===== config.mk =====
export PLATFORM = sky130hd
export DESIGN_NAME = vga_frame_reader_flat
export DESIGN_NICKNAME = d
export VERILOG_FILES = /design/src/rtl/vga_timing_pkg.sv /design/src/rtl/vga_frame_reader_if.sv /design/src/rtl/vga_timing_gen.sv /design/src/rtl/vga_frame_reader.sv /design/src/flat_wrapper.sv
export SDC_FILE = /design/constraint.sdc
export NUM_CORES = 1
export LEC_CHECK = 0
export ABC_AREA = 1
export BUFFER_PORTS_ARGS = -buffer_cell sky130_fd_sc_hd__buf_2
export CAP_MARGIN = 20
export CORE_MARGIN = 2
export CORE_UTILIZATION = 60
export DETAILED_ROUTE_END_ITERATION = 8
export PLACE_DENSITY = 0.85
export SLEW_MARGIN = 20
export SYNTH_ARGS = -nofsm -noshare
export SYNTH_HDL_FRONTEND = slang
export SYNTH_HIERARCHICAL = 1
export SYNTH_SLANG_ARGS = --single-unit
export TNS_END_PERCENT = 10

===== constraint.sdc =====
create_clock -name clk -period 3.9 [get_ports clk]
set_input_delay 0.78 -clock clk [delete_from_list [all_inputs] [get_ports clk]]
set_output_delay 0.78 -clock clk [all_outputs]
set_load 0.05 [all_outputs]

===== src/rtl/vga_timing_pkg.sv =====
// Shared VGA raster constants and types for the port-B frame reader.
package vga_timing_pkg;

    localparam int H_ACTIVE = 640;
    localparam int H_FP     = 16;
    localparam int H_SYNC   = 96;
    localparam int H_BP     = 48;
    localparam int V_ACTIVE = 480;
    localparam int V_FP     = 10;
    localparam int V_SYNC   = 2;
    localparam int V_BP     = 33;

    localparam int H_TOTAL      = H_ACTIVE + H_FP + H_SYNC + H_BP;
    localparam int V_TOTAL      = V_ACTIVE + V_FP + V_SYNC + V_BP;
    localparam int H_SYNC_START = H_ACTIVE + H_FP;
    localparam int H_SYNC_END   = H_SYNC_START + H_SYNC;
    localparam int V_SYNC_START = V_ACTIVE + V_FP;
    localparam int V_SYNC_END   = V_SYNC_START + V_SYNC;

    localparam int IMG_W        = 300;
    localparam int IMG_H        = 300;
    localparam int IMG_X0       = 170;
    localparam int IMG_Y0       = 90;
    localparam int IMG_BASE     = 0;
    localparam int READ_LATENCY = 1;

    // Ten bits covers both totals (800 and 525) with headroom.
    typedef logic [9:0]  cnt_t;
    typedef logic [16:0] pix_addr_t;

    typedef struct packed {
        logic [7:0] r;
        logic [7:0] g;
        logic [7:0] b;
    } rgb888_t;

    typedef struct packed {
        logic active;
        logic hs_n;
        logic vs_n;
        logic in_img;
        logic first_px;
    } vid_flags_t;

    localparam vid_flags_t FLAGS_IDLE = '{active: 1'b0, hs_n: 1'b1, vs_n: 1'b1,
                                          in_img: 1'b0, first_px: 1'b0};

endpackage


===== src/rtl/vga_frame_reader_if.sv =====
// Port-B read bus between the frame reader and the frame memory.
interface vga_frame_reader_if;
    import vga_timing_pkg::*;

    pix_addr_t   address_b;
    logic [23:0] read_data_b;

    modport master (output address_b, input read_data_b);
    modport slave  (input address_b, output read_data_b);
endinterface


===== src/rtl/vga_timing_gen.sv =====
// Free-running h/v raster counters and the raw, undelayed timing flags.
module vga_timing_gen
    import vga_timing_pkg::*;
#(
    parameter int H_ACTIVE = vga_timing_pkg::H_ACTIVE,
    parameter int H_FP     = vga_timing_pkg::H_FP,
    parameter int H_SYNC   = vga_timing_pkg::H_SYNC,
    parameter int H_BP     = vga_timing_pkg::H_BP,
    parameter int V_ACTIVE = vga_timing_pkg::V_ACTIVE,
    parameter int V_FP     = vga_timing_pkg::V_FP,
    parameter int V_SYNC   = vga_timing_pkg::V_SYNC,
    parameter int V_BP     = vga_timing_pkg::V_BP
)(
    input  logic clk,
    input  logic rst,
    output cnt_t h_cnt,
    output cnt_t v_cnt,
    output logic active,
    output logic hs_n,
    output logic vs_n,
    output logic first_px,
    output logic frame_last
);

    localparam cnt_t H_WRAP  = cnt_t'(H_ACTIVE + H_FP + H_SYNC + H_BP - 1);
    localparam cnt_t V_WRAP  = cnt_t'(V_ACTIVE + V_FP + V_SYNC + V_BP - 1);
    localparam cnt_t H_ACT_C = cnt_t'(H_ACTIVE);
    localparam cnt_t V_ACT_C = cnt_t'(V_ACTIVE);
    localparam cnt_t HS_FROM = cnt_t'(H_ACTIVE + H_FP);
    localparam cnt_t HS_TO   = cnt_t'(H_ACTIVE + H_FP + H_SYNC);
    localparam cnt_t VS_FROM = cnt_t'(V_ACTIVE + V_FP);
    localparam cnt_t VS_TO   = cnt_t'(V_ACTIVE + V_FP + V_SYNC);

    always_ff @(posedge clk or negedge rst) begin
        if (!rst) begin
            h_cnt <= '0;
            v_cnt <= '0;
        end else if (h_cnt == H_WRAP) begin
            h_cnt <= '0;
            v_cnt <= (v_cnt == V_WRAP) ? '0 : v_cnt + 1'b1;
        end else begin
            h_cnt <= h_cnt + 1'b1;
        end
    end

    assign active     = (h_cnt < H_ACT_C) && (v_cnt < V_ACT_C);
    assign hs_n       = !((h_cnt >= HS_FROM) && (h_cnt < HS_TO));
    assign vs_n       = !((v_cnt >= VS_FROM) && (v_cnt < VS_TO));
    assign first_px   = (h_cnt == '0) && (v_cnt == '0);
    assign frame_last = (h_cnt == H_WRAP) && (v_cnt == V_WRAP);

endmodule


===== src/rtl/vga_frame_reader.sv =====
// Scans the VGA raster, fetches the image window over port B and aligns the
// returned words with the delayed sync/enable flags before driving the pins.
module vga_frame_reader
    import vga_timing_pkg::*;
#(
    parameter int H_ACTIVE     = vga_timing_pkg::H_ACTIVE,
    parameter int H_FP         = vga_timing_pkg::H_FP,
    parameter int H_SYNC       = vga_timing_pkg::H_SYNC,
    parameter int H_BP         = vga_timing_pkg::H_BP,
    parameter int V_ACTIVE     = vga_timing_pkg::V_ACTIVE,
    parameter int V_FP         = vga_timing_pkg::V_FP,
    parameter int V_SYNC       = vga_timing_pkg::V_SYNC,
    parameter int V_BP         = vga_timing_pkg::V_BP,
    parameter int IMG_W        = vga_timing_pkg::IMG_W,
    parameter int IMG_H        = vga_timing_pkg::IMG_H,
    parameter int IMG_X0       = vga_timing_pkg::IMG_X0,
    parameter int IMG_Y0       = vga_timing_pkg::IMG_Y0,
    parameter int IMG_BASE     = vga_timing_pkg::IMG_BASE,
    parameter int READ_LATENCY = vga_timing_pkg::READ_LATENCY
)(
    input  logic                      clk,
    input  logic                      rst,
    vga_frame_reader_if.master        mem,
    output logic                      hsync,
    output logic                      vsync,
    output logic                      de,
    output logic [7:0]                r,
    output logic [7:0]                g,
    output logic [7:0]                b,
    output logic                      frame_start
);

    localparam cnt_t      X_FROM    = cnt_t'(IMG_X0);
    localparam cnt_t      X_TO      = cnt_t'(IMG_X0 + IMG_W);
    localparam cnt_t      Y_FROM    = cnt_t'(IMG_Y0);
    localparam cnt_t      Y_TO      = cnt_t'(IMG_Y0 + IMG_H);
    localparam pix_addr_t PIX_LAST  = pix_addr_t'(IMG_W * IMG_H - 1);
    localparam pix_addr_t BASE_ADDR = pix_addr_t'(IMG_BASE);

    cnt_t       h_cnt, v_cnt;
    logic       active, hs_n, vs_n, first_px, frame_last, in_img;
    pix_addr_t  pix_idx;
    vid_flags_t raw_flags, tail;
    vid_flags_t dly [READ_LATENCY];
    rgb888_t    pix_q;

    vga_timing_gen #(
        .H_ACTIVE (H_ACTIVE), .H_FP (H_FP), .H_SYNC (H_SYNC), .H_BP (H_BP),
        .V_ACTIVE (V_ACTIVE), .V_FP (V_FP), .V_SYNC (V_SYNC), .V_BP (V_BP)
    ) u_timing (
        .clk        (clk),
        .rst        (rst),
        .h_cnt      (h_cnt),
        .v_cnt      (v_cnt),
        .active     (active),
        .hs_n       (hs_n),
        .vs_n       (vs_n),
        .first_px   (first_px),
        .frame_last (frame_last)
    );

    assign in_img = (h_cnt >= X_FROM) && (h_cnt < X_TO) &&
                    (v_cnt >= Y_FROM) && (v_cnt < Y_TO);

    // Rows are contiguous in memory, so a running pixel index replaces x+y*W.
    always_ff @(posedge clk or negedge rst) begin
        if (!rst)
            pix_idx <= '0;
        else if (frame_last)
            pix_idx <= '0;
        else if (in_img && (pix_idx != PIX_LAST))
            pix_idx <= pix_idx + 1'b1;
    end

    assign mem.address_b = BASE_ADDR + pix_idx;

    assign raw_flags = '{active: active, hs_n: hs_n, vs_n: vs_n,
                         in_img: in_img, first_px: first_px};

    // Flags travel alongside the memory read so they meet the returned word.
    always_ff @(posedge clk or negedge rst) begin
        if (!rst) begin
            for (int i = 0; i < READ_LATENCY; i++)
                dly[i] <= FLAGS_IDLE;
        end else begin
            dly[0] <= raw_flags;
            for (int i = 1; i < READ_LATENCY; i++)
                dly[i] <= dly[i-1];
        end
    end

    assign tail = dly[READ_LATENCY-1];

    always_ff @(posedge clk or negedge rst) begin
        if (!rst) begin
            hsync       <= 1'b1;
            vsync       <= 1'b1;
            de          <= 1'b0;
            frame_start <= 1'b0;
            pix_q       <= '0;
        end else begin
            hsync       <= tail.hs_n;
            vsync       <= tail.vs_n;
            de          <= tail.active;
            frame_start <= tail.first_px;
            pix_q       <= tail.in_img ? rgb888_t'(mem.read_data_b) : '0;
        end
    end

    assign r = pix_q.r;
    assign g = pix_q.g;
    assign b = pix_q.b;

endmodule


===== src/flat_wrapper.sv =====
// flat-port wrapper written by rule: the top's interface ports become plain ports
module vga_frame_reader_flat import vga_timing_pkg::*;
#(
    parameter int H_ACTIVE     = vga_timing_pkg::H_ACTIVE,
    parameter int H_FP         = vga_timing_pkg::H_FP,
    parameter int H_SYNC       = vga_timing_pkg::H_SYNC,
    parameter int H_BP         = vga_timing_pkg::H_BP,
    parameter int V_ACTIVE     = vga_timing_pkg::V_ACTIVE,
    parameter int V_FP         = vga_timing_pkg::V_FP,
    parameter int V_SYNC       = vga_timing_pkg::V_SYNC,
    parameter int V_BP         = vga_timing_pkg::V_BP,
    parameter int IMG_W        = vga_timing_pkg::IMG_W,
    parameter int IMG_H        = vga_timing_pkg::IMG_H,
    parameter int IMG_X0       = vga_timing_pkg::IMG_X0,
    parameter int IMG_Y0       = vga_timing_pkg::IMG_Y0,
    parameter int IMG_BASE     = vga_timing_pkg::IMG_BASE,
    parameter int READ_LATENCY = vga_timing_pkg::READ_LATENCY
)
  (clk, rst, hsync, vsync, de, r, g, b, frame_start, mem_address_b, mem_read_data_b);
  vga_frame_reader_if mem_i ();
  input  logic clk;
  input  logic rst;
  output logic hsync;
  output logic vsync;
  output logic de;
  output logic [7:0] r;
  output logic [7:0] g;
  output logic [7:0] b;
  output logic frame_start;
  output wire logic [$bits(mem_i.address_b)-1:0] mem_address_b;
  input wire logic [$bits(mem_i.read_data_b)-1:0] mem_read_data_b;
  assign mem_address_b = mem_i.address_b;
  assign mem_i.read_data_b = mem_read_data_b;
  vga_frame_reader #(.H_ACTIVE(H_ACTIVE), .H_FP(H_FP), .H_SYNC(H_SYNC), .H_BP(H_BP), .V_ACTIVE(V_ACTIVE), .V_FP(V_FP), .V_SYNC(V_SYNC), .V_BP(V_BP), .IMG_W(IMG_W), .IMG_H(IMG_H), .IMG_X0(IMG_X0), .IMG_Y0(IMG_Y0), .IMG_BASE(IMG_BASE), .READ_LATENCY(READ_LATENCY)) u_core (.clk(clk), .rst(rst), .mem(mem_i), .hsync(hsync), .vsync(vsync), .de(de), .r(r), .g(g), .b(b), .frame_start(frame_start));
endmodule

### After elaboration in Yosys (flattened, before gate mapping)

Index checks and enable logic that the tools add are counted.

| storage, ports and cells | value |
|---|---|
| bits in registers | 70 |
| input port bits | 26 |
| output and inout bits | 45 |
| logic and storage cells | 50 |

| cells by class | value |
|---|---|
| add/sub/neg operators | 3 |
| magnitude comparators | 10 |
| equality and inequality tests | 3 |
| multiplexer cells | 5 |
| reductions and logical operators | 14 |

Operators by type and width:

| cell | number |
|---|---|
| 10-bit by 9-bit less-than comparator with 1-bit output (second input constant) | 4 |
| 17-bit 2-to-1 mux | 2 |
| 24-bit 2-to-1 mux | 1 |
| 10-bit by 1-bit adder with 10-bit output (second input constant) | 2 |
| 10-bit equality test (second input constant) | 2 |
| 10-bit zero test | 2 |
| 10-bit less-than comparator (second input constant) | 2 |
| 10-bit 2-to-1 mux | 2 |
| 17-bit by 1-bit adder with 17-bit output (second input constant) | 1 |
| 17-bit != test (second input constant) | 1 |
| 10-bit >= comparator (second input constant) | 1 |
| 10-bit by 7-bit >= comparator with 1-bit output (second input constant) | 1 |
| 10-bit by 8-bit >= comparator with 1-bit output (second input constant) | 1 |
| 10-bit by 9-bit >= comparator with 1-bit output (second input constant) | 1 |
| 1-bit logical AND | 9 |
| 1-bit zero test | 2 |
| 2-bit nonzero test | 1 |

### Logic depth before layout (Yosys ltp)

Gate-level depths: netlist of run 1.

| logic depth | value |
|---|---|
| word-level depth | 7 |
| depth in mapped cells | 12 |
| depth with buffers taken out | 11 |

### Cells and area by module

The synthesis of run 1 kept the hierarchy.

Modules (own cells, without submodules):

| module | instances | cells each | area each (µm²) | sequential area each (µm²) |
|---|---|---|---|---|
| vga_frame_reader | 1 | 301 | 2,451.1 | 1,256.2 |
| vga_timing_gen | 1 | 174 | 1,276.2 | 500.5 |

### Least setup slack after synthesis of run 1

OpenSTA, ideal clock, no wires.

| timing path | value |
|---|---|
| path type | flip-flop to flip-flop |
| start | register u_core.pix_idx[0] |
| end | register u_core.pix_idx[14] |
| library setup time | 66 ps |
| data arrival time | 1,824 ps |
| data required time | 3,834 ps |
| path slack | 2,010 ps |
| stages on the path, launching flop included | 9 |
| buffers on the path | 1 |
| clock period less this slack | 1,890 ps |
| cell sequence | dfrtp_1 ha_1 nand3_2 nor3_2 nand3_4 nand2_4 buf_8 nand3_1 nand2_1 |

| on the way | value |
|---|---|
| cells in the longest elaborated chain, start to end | 3 |
| elaborated cells on any way between the ends | 6 |
| classes of those cells | add/sub (1); eq/ne (1); mux (2); reduce/logical (2) |

RTL lines:

| what | RTL line | RTL |
|---|---|---|
| start, declared | vga_frame_reader.sv:42 | `pix_addr_t pix_idx;` |
| start signal, assigned | vga_frame_reader.sv:72 | `pix_idx <= pix_idx + 1'b1;` |
| 17-bit by 1-bit adder with 17-bit output or 17-bit != test (tied branches) | vga_frame_reader.sv:72, vga_frame_reader.sv:71 |  |
| 17-bit 2-to-1 mux or 1-bit logical AND (tied branches) | vga_frame_reader.sv:71 | `else if (in_img && (pix_idx != PIX_LAST))` |
| 17-bit 2-to-1 mux or 2-bit nonzero test (tied branches) | -- |  |

Parallel ways exist; a longest one is shown, timed or not. The select of a mux whose other input is x is not followed.
A chain may end at the register's enable or synchronous reset.

### Final worst setup path of run 1

| timing path | value |
|---|---|
| start | register u_core.u_timing.h_cnt[1] |
| end | register u_core.pix_idx[8] |

| on the way | value |
|---|---|
| elaborated cells on any way between the ends | 10 |
| classes of those cells | order compare (2); eq/ne (1); mux (1); reduce/logical (6) |

RTL lines:

| what | RTL line | RTL |
|---|---|---|
| start, declared | vga_timing_gen.sv:16 | `output cnt_t h_cnt,` |
| start signal, assigned | vga_timing_gen.sv:42 | `h_cnt <= h_cnt + 1'b1;` |
| 10-bit equality test * | vga_timing_gen.sv:50 | `assign frame_last = (h_cnt == H_WRAP) && (v_cnt == V_WRAP);` |
| 1-bit logical AND * | vga_timing_gen.sv:50 |  |
| net u_core.frame_last | vga_frame_reader.sv:41 | `logic active, hs_n, vs_n, first_px, frame_last, in_img;` |
| 17-bit 2-to-1 mux or 2-bit nonzero test (tied branches) | -- |  |

The timed path passes the listed nets; every way through them passes the cells marked *.

==> impl_metrics.tcl, run 1 <==
set metrics [dict create \
    status "finished, final reports clean" \
    setup_tns_ps 0 \
    hold_ws_ps 350 \
    start_kind "flop" \
    p_per_area_nw_per_um2 300 \
    final.min_clock_period_ps 2710 \
    synth_edf_count 0 \
    power_switching_uw 318 \
    fmax_mhz 369 \
    grt_pass1_vias 3127 \
    drive_gt1_share_pct 21.7 \
    crit_required_ps 4130 \
    avgSynthCellArea_um2 7.85 \
    reg2reg_slack_ps 1190 \
    path_max_fanout 34 \
    endpoint_kind "flop" \
    synthFlopType "dfrtp_1" \
    slowest_delay_ps 730 \
    synthCells 475 \
    clkLatencyLatePin_ps 350 \
    cts_resized 0 \
    swShare_pct 24.6 \
    drcViolationCount 0 \
    placed_cell_area_um2 4130 \
    clock-sinks 70 \
    power.leakage_uw 0.00258 \
    core_area_um2 5960 \
    grt_max_degree 36 \
    antenna_left 0 \
    drt-pass1-iter-count 5 \
    cts_hold_buf 0 \
    grt_pass1_wl_um 14100 \
    cp_cell_sequence "ha_1, nand2_2, inv_2, nand2_2, nor2_4, nand2_1, inv_1, clkinv_1, nand3_1, nand2_1" \
    crit_arrival_ps 2940 \
    slew_violations 0 \
    synth_commonest_cells "nand2_1, inv_1, dfrtp_1, nor2_1, nand3_1" \
    pwr-share-clk_pct 41.8 \
    rsz0062_at_grt "false" \
    skew_ps 12.9 \
    cp_slowest_cell "clkinv_1" \
    total_power_uw 1290 \
    yosys_warnings 6 \
    cap_violations 0 \
    pwr-share-comb_pct 2.1 \
    yosysUniqueCellTypes 34 \
    dp_hpwl_um 5840 \
    dr.first_iter.drc_count 319 \
    overflow 0 \
    num_vias 3371 \
    synth_area_leaders "dfrtp_1, nand2_1, inv_1" \
    setup_viol 0 \
    post_cts_buffers 0 \
    cts_root_buf "clkbuf_8" \
    cts_tree "built" \
    grt_usage_pct 25.0 \
    async_reset_ff_share_pct 100 \
    nFillCells 443 \
    finalHoldViolations 0 \
    pre_cts_slack_ps 1240 \
    min_period_over_period_pct 69.5 \
    vias_per_cell 5.37 \
    synth_most_common_cell "nand2_1" \
    path_clk_slew_ps 80 \
    start_util_pct 62.6 \
    synth_area_leader_cell "dfrtp_1" \
    area_growth_pct 15.5 \
    die_h_um 82.8 \
    htree_levels 3 \
    setup_slack_ps 1190 \
    cts_buffer_depth 2 \
    die-area_um2 6860 \
    design_area_um2 4300 \
    pin_count 71 \
    io_buffer_count 70 \
    hold_class "flop to flop" \
    die_w_um 82.8 \
    wl_per_cell_um 13.2 \
    antenna_found_initial 0 \
    routed_wl_um 8270 \
    max-vdd-ir-drop_uv 263 \
    worst_slew_pin_slew_ps 958 \
    critical_path_buf_inv_count 3 \
    crit_type "flop to flop" \
    syn_nets 506 \
    netlist_area_um2 3730 \
    ys_seq_area_share_pct 47.1 \
    num_rows 28 \
    synth_top_cell_area_share_pct 44.3 \
    crit_family "simple AND/OR/NAND/NOR gates" \
    gp_congestion 0.878 \
    pwr-share-seq_pct 56.1 \
    p_int_uw 975 \
    ys_ff_latch 70 \
    numCtsBuffers 9 \
    antenna_cells 0 \
    relSlewSlack_pct 35.7 \
    nets 579 \
]
[area by class of cell]
type / instances / area (um^2) / share of cell area, %
clock buffer: 9 / 124 / 2.88
clock inverter: 7 / 55.1 / 1.28
inverter: 90 / 338 / 7.85
sequential: 70 / 1760 / 40.8
tap: 75 / 93.8 / 2.18
multi-input combinational: 305 / 1570 / 36.5
timing repair buffer: 72 / 365 / 8.49
[state kept, by name, summed over array words and instances (netlist names), 5 cells and up]
name                   cells
u_core/u_timing/h_cnt     10
u_core/b                   8
u_core/u_timing/v_cnt     10
u_core/pix_idx            17
u_core/dly                 5
u_core/g                   8
u_core/r                   8
[placed cells by master (no fill, tap or decap), drive strengths merged]
cell | synthesis | final
or2 | 1 | 1
a211o | 1 | 1
nand2 | 132 | 132
ha | 5 | 5
clkinvlp | 0 | 1
clkinv | 1 | 3
o21bai | 2 | 2
o21ai | 6 | 6
nor2 | 55 | 55
a21oi | 4 | 4
dfstp | 4 | 4
nor4 | 1 | 1
inv | 89 | 93
nand3 | 46 | 46
dfrtp | 66 | 66
buf | 6 | 72
nand4 | 26 | 26
nand3b | 2 | 2
nor3 | 11 | 11
clkbuf | 4 | 9
xor2 | 13 | 13
[per-stage QoR]
stage	util, %	std cells
finish	72.3	628
floorplan	-	475
global placement	69.3	612
global route	72.3	628
CTS	72.3	628
detailed placement	69.3	612
[path summary, 6_finish.rpt]
| kind | from | cells past startpoint | endpoint |
|---|---|---|---|
| worst max-delay path | u_core/u_timing/h_cnt[1] | 10 | u_core/pix_idx[8] |
| worst min-delay path | u_core/dly[0] | 0 | u_core/frame_start |
| worst max register to register | u_core/u_timing/h_cnt[1] | 10 | u_core/pix_idx[8] |
| worst min register to register | u_core/dly[0] | 0 | u_core/frame_start |
| max in group asynchronous | rst | 2 | u_core/dly[2] |
| min in group asynchronous | rst | 1 | u_core/b[4] |
[layer usage]
layer,routed length (um),GRT usage [%]
met5,0,0
met4,195,9.54
met3,650,6.66
met2,3950,40.4
met1,3470,32.2
[power by group through the flow]
| stage | logic (uW) | clock network [uW] | registers (uW) |
|---|---|---|---|
| after floorplan | 0.0124 | 0 | 740 |
| after global placement | 28.0 | 0 | 740 |
| after detailed placement | 28.6 | 0 | 740 |
| after CTS | 28.7 | 552 | 725 |
| after global routing | 32.7 | 580 | 725 |
| final | 27.5 | 540 | 725 |
[cells by family after synthesis]
family                   Yosys count  share of synthesized area [%]
AND/OR/NAND/NOR                  274                           35.3
buffers and inverters            100                           10.7
flip-flops                        70                           47.1
AO/OA/AOI/OAI                     13                           2.08
XOR/XNOR                          13                           3.05
adder cells (fa/ha/maj)            5                           1.68
Power figures use the tool's default switching activity.
==> inputs of run 2 (changes only) <==
--- a/config.mk
+++ b/config.mk
@@ -9,9 +9,9 @@
 export BUFFER_PORTS_ARGS = -buffer_cell sky130_fd_sc_hd__buf_2
 export CAP_MARGIN = 20
 export CORE_MARGIN = 2
-export CORE_UTILIZATION = 60
+export CORE_UTILIZATION = 55
 export DETAILED_ROUTE_END_ITERATION = 8
-export PLACE_DENSITY = 0.85
+export PLACE_DENSITY = 0.79
 export SLEW_MARGIN = 20
 export SYNTH_ARGS = -nofsm -noshare
 export SYNTH_HDL_FRONTEND = slang
==> constraint.sdc (replaced) <==
create_clock -name clk -period 2.6 [get_ports clk]
set_input_delay 0.52 -clock clk [delete_from_list [all_inputs] [get_ports clk]]
set_output_delay 0.52 -clock clk [all_outputs]
set_load 0.05 [all_outputs]
==> run 2 against run 1 <==
Net effect: global-route usage decreased by 2.4 points; power increased by 50%; core utilization decreased by 7.6 points; critical endpoint is now u_core/pix_idx[10].
==> impl_metrics.tcl, run 2 (synthesized netlist as in run 1, its figures left out) <==
set metrics [dict create \
    status "finished, final reports clean" \
    fmax_mhz 497 \
    min_period_over_period_pct 77.4 \
    reg2reg_slack_ps 590 \
    vias_per_cell 5.21 \
    start_util_pct 55.8 \
    total_power_uw 1950 \
    dp_hpwl_um 5300 \
    die_w_um 86.3 \
    antenna_cells 0 \
    numCtsBuffers 9 \
    post_cts_buffers 0 \
    io_buffer_count 70 \
    rsz0062_at_grt "false" \
    pin_count 71 \
    grt_pass1_vias 3026 \
    grt_usage_pct 22.6 \
    nets 579 \
    drive_gt1_share_pct 21.7 \
    core_area_um2 6680 \
    crit_required_ps 2840 \
    die_h_um 86.3 \
    drcViolationCount 0 \
    cts_root_buf "clkbuf_8" \
    area_growth_pct 15.9 \
    htree_levels 3 \
    setup_tns_ps 0 \
    setup_viol 0 \
    reg.largest.list "u_core/pix_idx (17), u_core/u_timing/h_cnt (10), u_core/u_timing/v_cnt (10)" \
    cts_resized 0 \
    wl_per_cell_um 12.2 \
    num_vias 3301 \
    num_rows 30 \
    cts_buffer_depth 2 \
    path_max_fanout 34 \
    r2r-start "u_core/u_timing/h_cnt[1]" \
    largest_reg_flops 17 \
    cap_violations 0 \
    max-vdd-ir-drop_uv 259 \
    relSlewSlack_pct 52.2 \
    final.min_clock_period_ps 2010 \
    clock-sinks 70 \
    clkLatencyLatePin_ps 350 \
    crit_type "flop to flop" \
    antenna_found_initial 0 \
    finalHoldViolations 0 \
    p_per_area_nw_per_um2 450 \
    nFillCells 575 \
    worst_slew_pin_slew_ps 716 \
    overflow 0 \
    routed_wl_um 7730 \
    drt-pass1-iter-count 5 \
    endpoint_kind "flop" \
    dr.first_iter.drc_count 183 \
    final_util_pct 64.7 \
    gp_congestion 0.899 \
    antenna_left 0 \
    cts_tree "built" \
    die-area_um2 7450 \
    grt_max_degree 71 \
    cts_hold_buf 0 \
    r2r_cells 11 \
    crit_arrival_ps 2250 \
    skew_ps 10.6 \
    slew_violations 0 \
    regMostFlops "u_core/pix_idx" \
    path_clk_slew_ps 80 \
    layout_commonest_cell "nand2_1" \
    hold_class "input pin to asynchronous set/reset pin" \
    grt_pass1_wl_um 13500 \
    final_cell_mix "nand2_1, inv_1, buf_2, dfrtp_1, nor2_1" \
    power.leakage_uw 0.00259 \
    start_kind "flop" \
    r2r_end "u_core/pix_idx[10]" \
]
## run 2: cell types whose count changed in the layout (fill, tap and decap cells not counted)
cell        change
clkinv_4        +1
inv_6           +1
clkinvlp_4      -1
inv_8           -1
buf_4           -1
buf_12          +1
## run 2: cell type report
| type | instances | area, um^2 | area share (%) |
|---|---|---|---|
| timing repair buffer | 72 | 378 | 8.74 |
| clock inverter | 7 | 53.8 | 1.24 |
| inverter | 90 | 338 | 7.82 |
| tap | 80 | 100 | 2.32 |
| sequential | 70 | 1760 | 40.6 |
| multi-input combinational | 305 | 1570 | 36.4 |
| clock buffer | 9 | 124 | 2.87 |
## run 2: metrics by stage
stage | area, um^2 | hold slack (ps) | setup slack, ps | instances
6_report | 4320 | 185 | 588 | 633
2_1_floorplan | 3730 | 224 | 710 | 475
4_1_cts | 4320 | 193 | 627 | 633
3_5_place_dp | 4140 | 338 | 643 | 617
5_1_grt | 4320 | 213 | 430 | 633
3_3_place_gp | 4140 | 337 | 761 | 617
## run 2: worst max path at each step
| stage | startpoint | to | slack, ps | depth (start not counted) |
|---|---|---|---|---|
| floorplan | u_core/pix_idx[0] | u_core/pix_idx[14] | 710 | 8 |
| global placement | u_core/u_timing/h_cnt[1] | u_core/pix_idx[6] | 760 | 11 |
| detailed placement | u_core/u_timing/h_cnt[1] | u_core/pix_idx[10] | 640 | 11 |
| CTS | u_core/u_timing/h_cnt[1] | u_core/pix_idx[10] | 630 | 11 |
| global route | u_core/u_timing/h_cnt[1] | u_core/pix_idx[5] | 430 | 11 |
| finish | u_core/u_timing/h_cnt[1] | u_core/pix_idx[10] | 590 | 11 |
## run 2: worst max-delay path, stage by stage (launching register included)
cell	delay, ps
dfrtp_1	440
ha_1	220
nand2_2	70
inv_2	70
nand2_2	80
nor2_4	310
nand2_1	120
inv_1	70
clkinv_1	50
buf_4	240
nand4_1	150
nand2_1	70
## run 2: layer usage
metal	GRT usage (%)	part of all wire, %	routed length (um)
met3	4.38	7.5	580
met2	36.2	47	3670
met1	30.6	44	3370
met5	0	0	0
met4	8.52	1.5	116
## run 2: power breakdown
group / internal (uW) / switching (uW) / total, uW
Clock: 358 / 458 / 816
Combinational: 16.1 / 25.6 / 41.7
Sequential: 1090 / 0 / 1090
==> inputs of run 3 (changes only) <==
--- a/config.mk
+++ b/config.mk
@@ -5,11 +5,11 @@
 export SDC_FILE = /design/constraint.sdc
 export NUM_CORES = 1
 export LEC_CHECK = 0
-export ABC_AREA = 1
+export ABC_AREA = 0
 export BUFFER_PORTS_ARGS = -buffer_cell sky130_fd_sc_hd__buf_2
 export CAP_MARGIN = 20
 export CORE_MARGIN = 2
-export CORE_UTILIZATION = 55
+export CORE_UTILIZATION = 54
 export DETAILED_ROUTE_END_ITERATION = 8
 export PLACE_DENSITY = 0.79
 export SLEW_MARGIN = 20
==> constraint.sdc (replaced) <==
create_clock -name clk -period 1.9 [get_ports clk]
set_input_delay 0.38 -clock clk [delete_from_list [all_inputs] [get_ports clk]]
set_output_delay 0.38 -clock clk [all_outputs]
set_load 0.05 [all_outputs]
==> run 3 against run 2 <==
Net effect: the run now ends with negative setup slack left; combinational power is 51% higher; hold slack worse by 160 ps; synthesized cell count fell by 37%; sequential power increased by 37%; critical path depth shrank 4.
==> impl_metrics.tcl, run 3 <==
set metrics [dict create \
    cts_root_buf "clkbuf_8" \
    netlist_area_um2 3220 \
    grt_pass1_vias 2895 \
    synth_edf_count 0 \
    reg2reg_slack_ps -270 \
    synth_simple_gate_area_share_pct 27.1 \
    synth_top_family_by_area "simple AND/OR/NAND/NOR gates" \
    path_clk_slew_ps 80 \
    max-vdd-ir-drop_uv 400 \
    nFillCells 305 \
    gp_congestion 0.928 \
    drcViolationCount 0 \
    final.min_clock_period_ps 2170 \
    final_util_pct 80.8 \
    ys_seq_area_share_pct 54.6 \
    largest_reg_flops 17 \
    vias_per_cell 5.90 \
    layout_commonest_cell "buf_4" \
    grt_max_degree 28 \
    wl_per_cell_um 18.7 \
    htree_levels 3 \
    num_vias 3163 \
    crit_arrival_ps 2440 \
    antenna_left 0 \
    worst_slew_pin_slew_ps 600 \
    async_reset_ff_share_pct 100 \
    numCtsBuffers 9 \
    r2r_end "u_core/pix_idx[16]" \
    avgSynthCellArea_um2 10.8 \
    synth_area_leader_cell "dfrtp_1" \
    grt_pass1_wl_um 14000 \
    synthMuxAreaShare_pct 1.05 \
    placed_cells 505 \
    cts_tree "built" \
    synthFlopType "dfrtp_1" \
    crit_type "flop to flop" \
    synth-compound-area-share_pct 7.97 \
    fmax_mhz 462 \
    regMostFlops "u_core/pix_idx" \
    r2r-start "u_core/u_timing/h_cnt[6]" \
    power.leakage_uw 0.00240 \
    setup_viol 23 \
    yosys.area_share.xor_xnor_pct 4.90 \
    cap_violations 0 \
    min_period_over_period_pct 114 \
    clkLatencyLatePin_ps 350 \
    overflow 0 \
    antenna_found_initial 0 \
    relSlewSlack_pct 60.0 \
    core_area_um2 5850 \
    yosys_warnings 6 \
    yosysUniqueCellTypes 53 \
    pin_count 71 \
    start_util_pct 55.0 \
    crit_required_ps 2170 \
    finalHoldViolations 0 \
    dp_hpwl_um 5820 \
    synthAdderAreaFrac_pct 1.94 \
    final_cell_mix "buf_4, buf_2, dfrtp_1, nor2_1, and2_1" \
    num_rows 28 \
    nets 487 \
    r2r_cells 7 \
    violations "negative setup slack" \
    cts_hold_buf 0 \
    synth_most_common_cell "dfrtp_1" \
    setup_slack_ps -267 \
    routed_wl_um 10000 \
    antenna_cells 0 \
    p_per_area_nw_per_um2 586 \
    rsz0062_at_grt "true" \
    area_growth_pct 46.9 \
    die_w_um 81.2 \
    synthCells 299 \
    drt-pass1-iter-count 5 \
    reg.largest.list "u_core/pix_idx (17), u_core/u_timing/h_cnt (10), u_core/u_timing/v_cnt (10)" \
    path_max_fanout 3 \
    clock-sinks 70 \
    hold_class "input pin to asynchronous set/reset pin" \
    slew_violations 0 \
    die_h_um 81.2 \
    stdcell_count 536 \
    synth_area_leaders "dfrtp_1, and2_1, nor2_1" \
    synth_top_cell_area_share_pct 51.3 \
    die-area_um2 6590 \
    dr.first_iter.drc_count 356 \
    pre_cts_slack_ps -341 \
    status "finished with violations" \
    skew_ps 11.5 \
    syn_nets 330 \
    io_buffer_count 70 \
    drive_gt1_share_pct 47.3 \
    cts_buffer_depth 2 \
    endpoint_kind "flop" \
    ys_ff_latch 70 \
    start_kind "flop" \
    grt_usage_pct 28.3 \
    synth_commonest_cells "dfrtp_1, nor2_1, and2_1, nand2_1, nand3_1" \
]
==> run 3: worst max-delay path, stage by stage, from the launching register on <==
cell and delay (ps):
dfrtp_1 380, buf_4 140, and4b_1 280, o21ai_2 90
a41o_4 260, nor4_4 270, or4b_1 480, a21oi_1 190
==> run 3: area by class of cell <==
class                      instances  area, um^2  share of cell area, %
sequential                        70        1760                   37.2
multi-input combinational        212        1610                   34.0
timing repair buffer             155        1040                   22.0
clock buffer                       9         124                   2.62
tap                               75        93.8                   1.99
clock inverter                     7        73.8                   1.56
inverter                           8        30.0                  0.636
==> run 3: report_power, final <==
part | switching [uW] | internal (uW)
registers | 0 | 1490
logic | 37.2 | 25.8
clock network | 609 | 610
total | 646 | 2120
==> run 3: per-stage QoR <==
step / setup TNS (ps) / instance area, um^2 / hold WS, ps / power (uW)
finish: -2260 / 4720 / 28.9 / 2770
global route: -3940 / 4720 / 41.6 / 2860
CTS: -1980 / 4570 / 35.7 / 2770
detailed placement: -3940 / 4190 / 335 / 1580
global placement: -1770 / 4190 / 335 / 1580
floorplan: -5690 / 3260 / 84.4 / 1520
==> run 3: repair_timing <==
| item | CTS | global route |
|---|---|---|
| gates resized for setup | 22 | 25 |
| endpoints found under the setup margin | 23 | 24 |
| buffers inserted | 9 | 4 |
| pin swaps | 13 | 13 |
| cloned | 2 | 0 |
==> run 3: kinds of logic after synthesis <==
family	Yosys count
mux	3
fa+ha+maj	5
simple gates	146
buf+inv	18
xor+xnor	18
flops	70
compound gates	39
==> run 3: how the worst max path moves through the flow <==
stage	to	slack [ps]	from
floorplan	u_core/pix_idx[13]	-410	u_core/u_timing/h_cnt[5]
global placement	u_core/pix_idx[9]	-180	u_core/u_timing/h_cnt[6]
detailed placement	u_core/pix_idx[5]	-340	u_core/u_timing/v_cnt[6]
CTS	u_core/pix_idx[5]	-170	u_core/u_timing/h_cnt[6]
global route	u_core/pix_idx[16]	-310	u_core/u_timing/h_cnt[6]
finish	u_core/pix_idx[16]	-270	u_core/u_timing/h_cnt[6]
==> run 3: routing by layer <==
layer | share of wire, % | GRT usage [%]
met5 | 0 | 0
met2 | 50 | 48.9
met1 | 38 | 34.2
met3 | 9.1 | 6.33
met4 | 3.1 | 11.5
